<file path="config.mk">
export PLATFORM = sky130hd
export DESIGN_NAME = tac_pulse_encoder
export DESIGN_NICKNAME = d
export VERILOG_FILES = /design/src/rtl/tac_pulse_encoder.sv
export SDC_FILE = /design/constraint.sdc
export NUM_CORES = 1
export LEC_CHECK = 0
export ABC_AREA = 0
export CAP_MARGIN = 20
export CORE_MARGIN = 4
export CORE_UTILIZATION = 52
export CTS_CLUSTER_DIAMETER = 40
export CTS_CLUSTER_SIZE = 40
export DETAILED_ROUTE_END_ITERATION = 12
export MAX_ROUTING_LAYER = met4
export PLACE_DENSITY = 0.86
export SKIP_LAST_GASP = 1
export SLEW_MARGIN = 25
export SYNTH_ARGS = -nofsm -noshare
export SYNTH_HDL_FRONTEND = slang
export SYNTH_SLANG_ARGS = --single-unit
</file>
<file path="constraint.sdc">
create_clock -name clk -period 2.5 [get_ports clk]
set_clock_uncertainty 0.2 [all_clocks]
set_input_delay 0.375 -clock clk [delete_from_list [all_inputs] [get_ports clk]]
set_output_delay 0.375 -clock clk [all_outputs]
set_load 0.1 [all_outputs]
</file>
<file path="src/rtl/tac_pulse_encoder.sv">
// Serialises one signed activation per frame into |x| tac_in pulses over 2^(DATA_W-1) cycles, plus sign and framing strobes.
// Outputs are registered and valid the cycle after accept. in_ready is high only in IDLE, or on the last RUN cycle when GAP_CYCLES=0.
module tac_pulse_encoder #(
  parameter int DATA_W     = 8,
  parameter int SPREAD     = 1,
  parameter int GAP_CYCLES = 2
) (
  input  logic              clk,
  input  logic              rst,
  input  logic [DATA_W-1:0] x_in,
  input  logic              in_valid,
  output logic              in_ready,
  input  logic              flush,
  output logic              tac_in,
  output logic              sign_x,
  output logic              frame_start,
  output logic              frame_last,
  output logic              busy
);

  localparam int CW = DATA_W - 1;
  localparam logic [CW-1:0] CNT_LAST = '1;
  localparam int GW = (GAP_CYCLES > 1) ? $clog2(GAP_CYCLES) : 1;
  localparam logic [GW-1:0] GAP_LAST = GW'((GAP_CYCLES > 0) ? GAP_CYCLES - 1 : 0);

  typedef enum logic [1:0] {
    S_IDLE,
    S_RUN,
    S_GAP
  } state_t;

  state_t          r_state, w_state_nxt;
  logic [CW-1:0]   r_cnt, w_cnt_nxt;
  logic [CW-1:0]   r_mag, w_mag_nxt;
  logic [GW-1:0]   r_gap, w_gap_nxt;
  logic [CW-1:0]   w_mag_in;
  logic [CW-1:0]   w_cnt_pos;
  logic [DATA_W-1:0] w_abs;
  logic            w_neg;
  logic            w_ready;
  logic            w_xfer;
  logic            w_sign_nxt;
  logic            r_tac, r_sign, r_fs, r_fl, r_busy;

  // Only the most negative input overflows the magnitude field; clamp it to F-1.
  assign w_neg    = x_in[DATA_W-1];
  assign w_abs    = w_neg ? (~x_in + DATA_W'(1)) : x_in;
  assign w_mag_in = w_abs[DATA_W-1] ? CNT_LAST : w_abs[CW-1:0];

  assign w_ready = !rst && !flush &&
                   ((r_state == S_IDLE) ||
                    ((GAP_CYCLES == 0) && (r_state == S_RUN) && (r_cnt == CNT_LAST)));
  assign w_xfer  = in_valid && w_ready;

  always_comb begin
    w_state_nxt = r_state;
    w_cnt_nxt   = r_cnt;
    w_gap_nxt   = r_gap;
    w_mag_nxt   = r_mag;
    w_sign_nxt  = r_sign;
    if (w_xfer) begin
      w_mag_nxt  = w_mag_in;
      w_sign_nxt = w_neg;
    end
    if (flush) begin
      w_state_nxt = S_IDLE;
      w_cnt_nxt   = '0;
      w_gap_nxt   = '0;
    end else begin
      case (r_state)
        S_IDLE: begin
          if (w_xfer) begin
            w_state_nxt = S_RUN;
            w_cnt_nxt   = '0;
          end
        end
        S_RUN: begin
          if (r_cnt == CNT_LAST) begin
            w_cnt_nxt = '0;
            w_gap_nxt = '0;
            if (w_xfer)
              w_state_nxt = S_RUN;
            else if (GAP_CYCLES > 0)
              w_state_nxt = S_GAP;
            else
              w_state_nxt = S_IDLE;
          end else begin
            w_cnt_nxt = r_cnt + CW'(1);
          end
        end
        S_GAP: begin
          if (r_gap == GAP_LAST) begin
            w_state_nxt = S_IDLE;
            w_gap_nxt   = '0;
          end else begin
            w_gap_nxt = r_gap + GW'(1);
          end
        end
        default: begin
          w_state_nxt = S_IDLE;
          w_cnt_nxt   = '0;
          w_gap_nxt   = '0;
        end
      endcase
    end
  end

  // Bit-reversing the slot index spreads the |x| ones evenly across the frame.
  always_comb begin
    w_cnt_pos = '0;
    for (int i = 0; i < CW; i++) begin
      w_cnt_pos[i] = (SPREAD != 0) ? w_cnt_nxt[CW-1-i] : w_cnt_nxt[i];
    end
  end

  always_ff @(posedge clk) begin
    if (rst) begin
      r_state <= S_IDLE;
      r_cnt   <= '0;
      r_gap   <= '0;
    end else begin
      r_state <= w_state_nxt;
      r_cnt   <= w_cnt_nxt;
      r_gap   <= w_gap_nxt;
    end
  end

  always_ff @(posedge clk) begin
    if (rst) begin
      r_mag  <= '0;
      r_sign <= 1'b0;
      r_tac  <= 1'b0;
      r_fs   <= 1'b0;
      r_fl   <= 1'b0;
      r_busy <= 1'b0;
    end else begin
      r_mag  <= w_mag_nxt;
      r_sign <= w_sign_nxt;
      r_tac  <= (w_state_nxt == S_RUN) && (w_cnt_pos < w_mag_nxt);
      r_fs   <= (w_state_nxt == S_RUN) && (w_cnt_nxt == '0);
      r_fl   <= (w_state_nxt == S_RUN) && (w_cnt_nxt == CNT_LAST);
      r_busy <= (w_state_nxt != S_IDLE);
    end
  end

  assign in_ready    = w_ready;
  assign tac_in      = r_tac;
  assign sign_x      = r_sign;
  assign frame_start = r_fs;
  assign frame_last  = r_fl;
  assign busy        = r_busy;

endmodule

</file>
Yosys cells after proc, flatten, opt, wreduce, memory -nomap -nowiden
Cells that the tools add are included.
{"block": "word_totals", "elab_cells": 50, "in_bits": 12, "regBits": 22, "out_inout_bits": 6}
{"block": "op_classes", "mux": 16, "n_eq_ne": 6, "magnitude_cmp": 1, "n_bitwise": 2, "addsub": 3, "reduce_logical": 13}
{"op": "two-way mux 7 bit", "count": 5}
{"op": "one-hot mux 7 bit (3 select lines)", "count": 1}
{"op": "equality test 7 bit, second input constant", "count": 2}
{"op": "two-way mux 2 bit", "count": 5}
{"op": "adder 8 x 1 -> 8 bit, second input constant", "count": 1}
{"op": "two-way mux 8 bit", "count": 1}
{"op": "inverter 8 bit", "count": 1}
{"op": "adder 7 x 1 -> 7 bit, second input constant", "count": 1}
{"op": "logical NOT 7 bit", "count": 1}
{"op": "< comparator 7 bit", "count": 1}
{"op": "logical AND 1 bit", "count": 6}
{"op": "one-hot mux 2 bit (3 select lines)", "count": 1}
{"op": "equality test 2 x 1 -> 1 bit, second input constant", "count": 2}
{"op": "one-hot mux 1 bit (3 select lines)", "count": 1}
{"op": "equality test 2 bit, second input constant", "count": 1}
{"op": "logical NOT 1 bit", "count": 2}
{"op": "logical NOT 2 bit", "count": 1}
{"op": "two-way mux 1 bit", "count": 2}
{"op": "inequality test 2 bit, second input constant", "count": 1}
{"op": "AND reduction 2 bit", "count": 1}
{"op": "nonzero test 2 bit", "count": 1}
{"op": "OR reduction 2 bit", "count": 1}
{"op": "adder 1 bit, second input constant", "count": 1}
{"op": "inverter 1 bit", "count": 1}

Depth between registers and ports, before layout
{"block": "logic_depth", "ltp_word": 10, "ltp_mapped": 12, "ltp_nobuf": 11}

Worst setup path before layout
OpenSTA, ideal clock, no wires.
{"block": "synth_path", "path_type": "input to register", "startpoint": "input port rst", "endpoint": "register r_tac (netlist: tac_in)", "arrival_ns": 3.794, "required_time_ns": 2.214, "n_path_buf": 2, "path_slack_ns": -1.579, "cell_stages": 12, "setup_time_ns": 0.086, "cell_sequence": "buf_2 > nor4_2 > and2_1 > buf_4 > nor2_1 > a31o_2 > ha_1 > a21oi_1 > nor2b_1 > o21ai_0 > nand2_1 > a211oi_1"}
{"block": "synth_between", "elab_chain_len": 10, "elab_cells_between_ends": 16, "classes_between": "1 x order compare; 1 x eq/ne; 9 x mux; 5 x reduce/logical"}
{"element": "start, declared", "line_no": "9", "source": "input logic rst,"}
{"element": "logical NOT 1 bit *", "line_no": "50", "source": "assign w_ready = !rst && !flush &&"}
{"element": "logical AND 1 bit * (2 in a row)", "line_no": "50"}
{"element": "net in_ready", "line_no": "12", "source": "output logic in_ready,"}
{"element": "logical AND 1 bit *", "line_no": "53", "source": "assign w_xfer = in_valid && w_ready;"}
{"element": "parallel branches: the longest is 5 deep, another holds < comparator 7 bit"}
{"element": "logical AND 1 bit *", "line_no": "139", "source": "r_tac <= (w_state_nxt == S_RUN) && (w_cnt_pos < w_mag_nxt);"}
{"element": "end signal, assigned", "line_no": "139"}
{"element": "end, declared", "line_no": "43", "source": "logic r_tac, r_sign, r_fs, r_fl, r_busy;"}
Mark *: on every way through the listed nets, which the timed path passes.
A chain may end at the register's enable or synchronous reset.

Final worst setup path
{"block": "layout_path", "startpoint": "register r_cnt[0]", "endpoint": "register r_tac (netlist: tac_in)"}
{"block": "layout_between", "elab_chain_len": 6, "elab_cells_between_ends": 12, "classes_between": "1 x add/sub; 1 x order compare; 2 x eq/ne; 7 x mux; 1 x reduce/logical"}
{"element": "start, declared", "line_no": "33", "source": "logic [CW-1:0] r_cnt, w_cnt_nxt;"}
{"element": "start signal, assigned", "line_no": "123", "source": "r_cnt <= w_cnt_nxt;"}
{"element": "adder 7 x 1 -> 7 bit / equality test 7 bit (equally long branches)", "line_no": "88, 78"}
{"element": "two-way mux 7 bit *", "line_no": "78", "source": "if (r_cnt == CNT_LAST) begin"}
{"element": "one-hot mux 7 bit (3 select lines) *", "line_no": "70", "source": "case (r_state)"}
{"element": "two-way mux 7 bit *", "line_no": "65", "source": "if (flush) begin"}
{"element": "net w_cnt_nxt[5]", "line_no": "33"}
{"element": "< comparator 7 bit *", "line_no": "139"}
{"element": "logical AND 1 bit *", "line_no": "139"}
Mark *: on every way through the listed nets, which the timed path passes. The rest lies on a longest branch.

==> summary.md <==
| Metric | Value |
|---|---|
| First-pass GRT wire length | between 6000 and 7000 um |
| Largest net degree at the start of global routing | 17 |
| Synth Flop Type | dfxtp_1 |
| Gpl congestion | between 0.9 and 1 |
| Cell Pwr Density | between 300 and 400 nW/um^2 |
| CP required | roughly 2.6 ns |
| Final net count | about 250 |
| Hold Buf Count CTS | 0 |
| Core area | 2500 sq um |
| Design area | a little over 2000 sq um |
| Most frequent cells in the layout | buf_4 (48), nor2_1 (21), dfxtp_1 (19), nand2_1 (11), a21oi_1 (11) |
| Row cnt | 18 |
| Hold Crit Class | reg2reg |
| Crit path max fanout | 6 |
| Share of layout cells above drive strength 1 | roughly 37% |
| Iteration count of the initial detailed-routing pass | 4 |
| Unique masters post-synth | 51 |
| GRT Util Overall | 26.9% |
| Chip width | between 50 and 60 um |
| Setup violators final | 0 |
| H-tree Lvls | 1 |
| Slew Viols, Final | 0 |
| Area of the multi-input gates | ~1000 sq um |
| Syn. warnings | 0 |
| Total Power | just under 0.8 mW |
| Number of synthesized flops with an enable pin | 0 |
| Area growth from synthesis to layout | 45.3% |
| Antenna cells | 0 |
| FFs w/ async S/R, synth | 0% |
| Post-DRT Antenna Nets | 0 |
| Synthesized net count | 190 |
| IO Port Bufs | 17 |
| Placed Cells | between 200 and 300 |
| Initial antenna violation count | 0 |
| IO Pins | 18 |
| Total gr overflow | 0 |
| FF+latch area | 444 sq um |
| Max IR drop VDD | about 0.35 mV |
| Dpl hpwl | between 3000 and 4000 um |
| Skew-Pair Late Insertion Delay | 0.31 ns |
| CTS tree | yes |
| DRC | 0 |
| Hold Fails Final Rpt | 0 |
| Number of CTS-inserted buffers | 3 |
| Post-synth top area share | between 30% and 40% |
| Post-Syn Area per Cell | between 8 and 9 sq um |
| Final period utilization | 97.9% |
| DRT Wirelength | 4600 um |
| Mapped cell area | between 1000 and 1500 sq um |
| Die Area | 3550 sq um |
| Worst setup SP type | flip-flop |
| Synth area leader | dfxtp_1 |
| Via density | 6.27 |
| Min cycle time layout | about 2.4 ns |
| Clock sink total | 22 |
| Max Root-Sink Buffers | 2 |
| Relative slew margins | approximately 73% |
| Worst EP arrival | ~2.5 ns |
| Placed cell area | roughly 1900 sq um |
| Iteration-0 DRC Markers | roughly 110 |
| Vias in the first global route | 1535 |
| Total of max-cap violations | 0 |
| Syn Inst Count | 170 |
| Initial core utilization | a little under three fifths |
| Leakage | between 0.8 and 0.9 nW |
| Crit path capture type | flip-flop |
| Drt wl/cell | 18.0 um |
| Fin cells | 256 |
| Root Buffer | clkbuf_4 |
| Die Ht | ~60 um |
| Vias | around 1.6k |
| Flops & latches, synth | 22 |
| Synth area leaders | dfxtp_1 (32%), ha_1 (7.2%), nor2_1 (6.2%) |
| FILL cells | ~150 |
| Setup TNS | 0 ns |
| Max frequency | 0.409 GHz |
| Reg clk slew, reported paths | 0.13 ns |
| Register area share after synthesis | a little under a third |
| Status | complete, no violations |
| Commonest non-fill, non-tap cell in the layout | buf_4 |
| Setup CP Type | reg2reg |
| Worst-Margin Slew | approximately 0.40 ns |
metrics by stage:
stage | hold WS (ns) | setup slack (ns) | util, %
after floorplan | 0.251 | -0.680 | -
after global placement | 0.251 | -0.291 | 76.5
after detailed placement | 0.261 | -0.395 | 76.5
after CTS | 0.278 | 0.000414 | 78.2
after global routing | 0.302 | -0.0704 | 80.4
final | 0.271 | 0.0535 | 80.4
logic make-up (layout without fill, tap and decap cells):
group / after synthesis / in the layout / synth area share, %
buf+inv: 15 / 71 / 4.97
xor+xnor: 2 / 2 / 1.27
flops: 22 / 22 / 31.8
fa+ha+maj: 8 / 8 / 7.23
simple gates: 74 / 74 / 29.7
mux: 2 / 2 / 1.45
compound gates: 47 / 47 / 23.5
registers in the layout (all words and copies together), names as in the netlist:
register,count
busy,1
frame_last,1
r_state,2
r_cnt,7
frame_start,1
r_gap,1
sign_x,1
tac_in,1
r_mag,7
cell usage after synthesis (2+ instances only):
master,instances
dfxtp_1,22
buf_2,4
inv_1,7
nand2b_1,2
o21ai_0,4
nand4_1,2
a211oi_1,2
a21oi_1,16
a21boi_0,2
ha_1,8
xnor2_1,2
nor2b_1,6
mux2i_1,2
or2_1,2
a211o_1,2
nand2_1,11
nor4_2,2
nor3_1,5
nand3_1,8
a31oi_1,3
buf_4,2
clkbuf_1,2
nor2_1,23
o31a_1,2
o21a_1,3
power by group:
| part | switching [mW] | total (mW) | internal, mW |
|---|---|---|---|
| registers | 0.00532 | 0.365 | 0.360 |
| logic | 0.118 | 0.213 | 0.0955 |
| clock network | 0.114 | 0.203 | 0.0889 |
final cells by class:
| class | instances | area share [%] |
|---|---|---|
| Timing Repair Buffer | 60 | 24.4 |
| Sequential cell | 22 | 22.1 |
| Inverter | 7 | 1.31 |
| Clock buffer | 4 | 1.80 |
| Multi-Input combinational cell | 133 | 48.5 |
| Tap cell | 30 | 1.87 |
critical path: stages (launching register included):
cell and delay [ns]:
dfxtp_1 0.38, ha_2 0.23, nand3_2 0.15, o21a_4 0.26, a211o_1 0.27, and2_4 0.17
ha_1 0.28, o21ai_1 0.17, a21oi_1 0.11, a211oi_2 0.17
worst paths after layout:
| path | depth (start not counted) | to | slack [ns] | startpoint |
|---|---|---|---|---|
| max | 9 | tac_in | 0.05 | r_cnt[0] |
| min | 2 | sign_x | 0.27 | sign_x |
| max reg2reg | 9 | tac_in | 0.05 | r_cnt[0] |
| min reg2reg | 2 | sign_x | 0.27 | sign_x |
routing by layer:
layer  track usage (%)  part of all wire (%)  wire [um]
met1              32.8                    36       1680
met2              43.2                    49       2270
met3              4.58                    11        485
met4              12.0                   3.6        168
met5                 -                     0          0
repair_timing:
action / 4_1_cts / 5_1_grt
gates resized for setup: 4 / 17
endpoints found under the hold margin: 0 / 0
endpoints found under the setup margin: 1 / 1
setup buffers: 1 / 1
pin swaps: 3 / 5
Power figures use the tool's default switching activity.
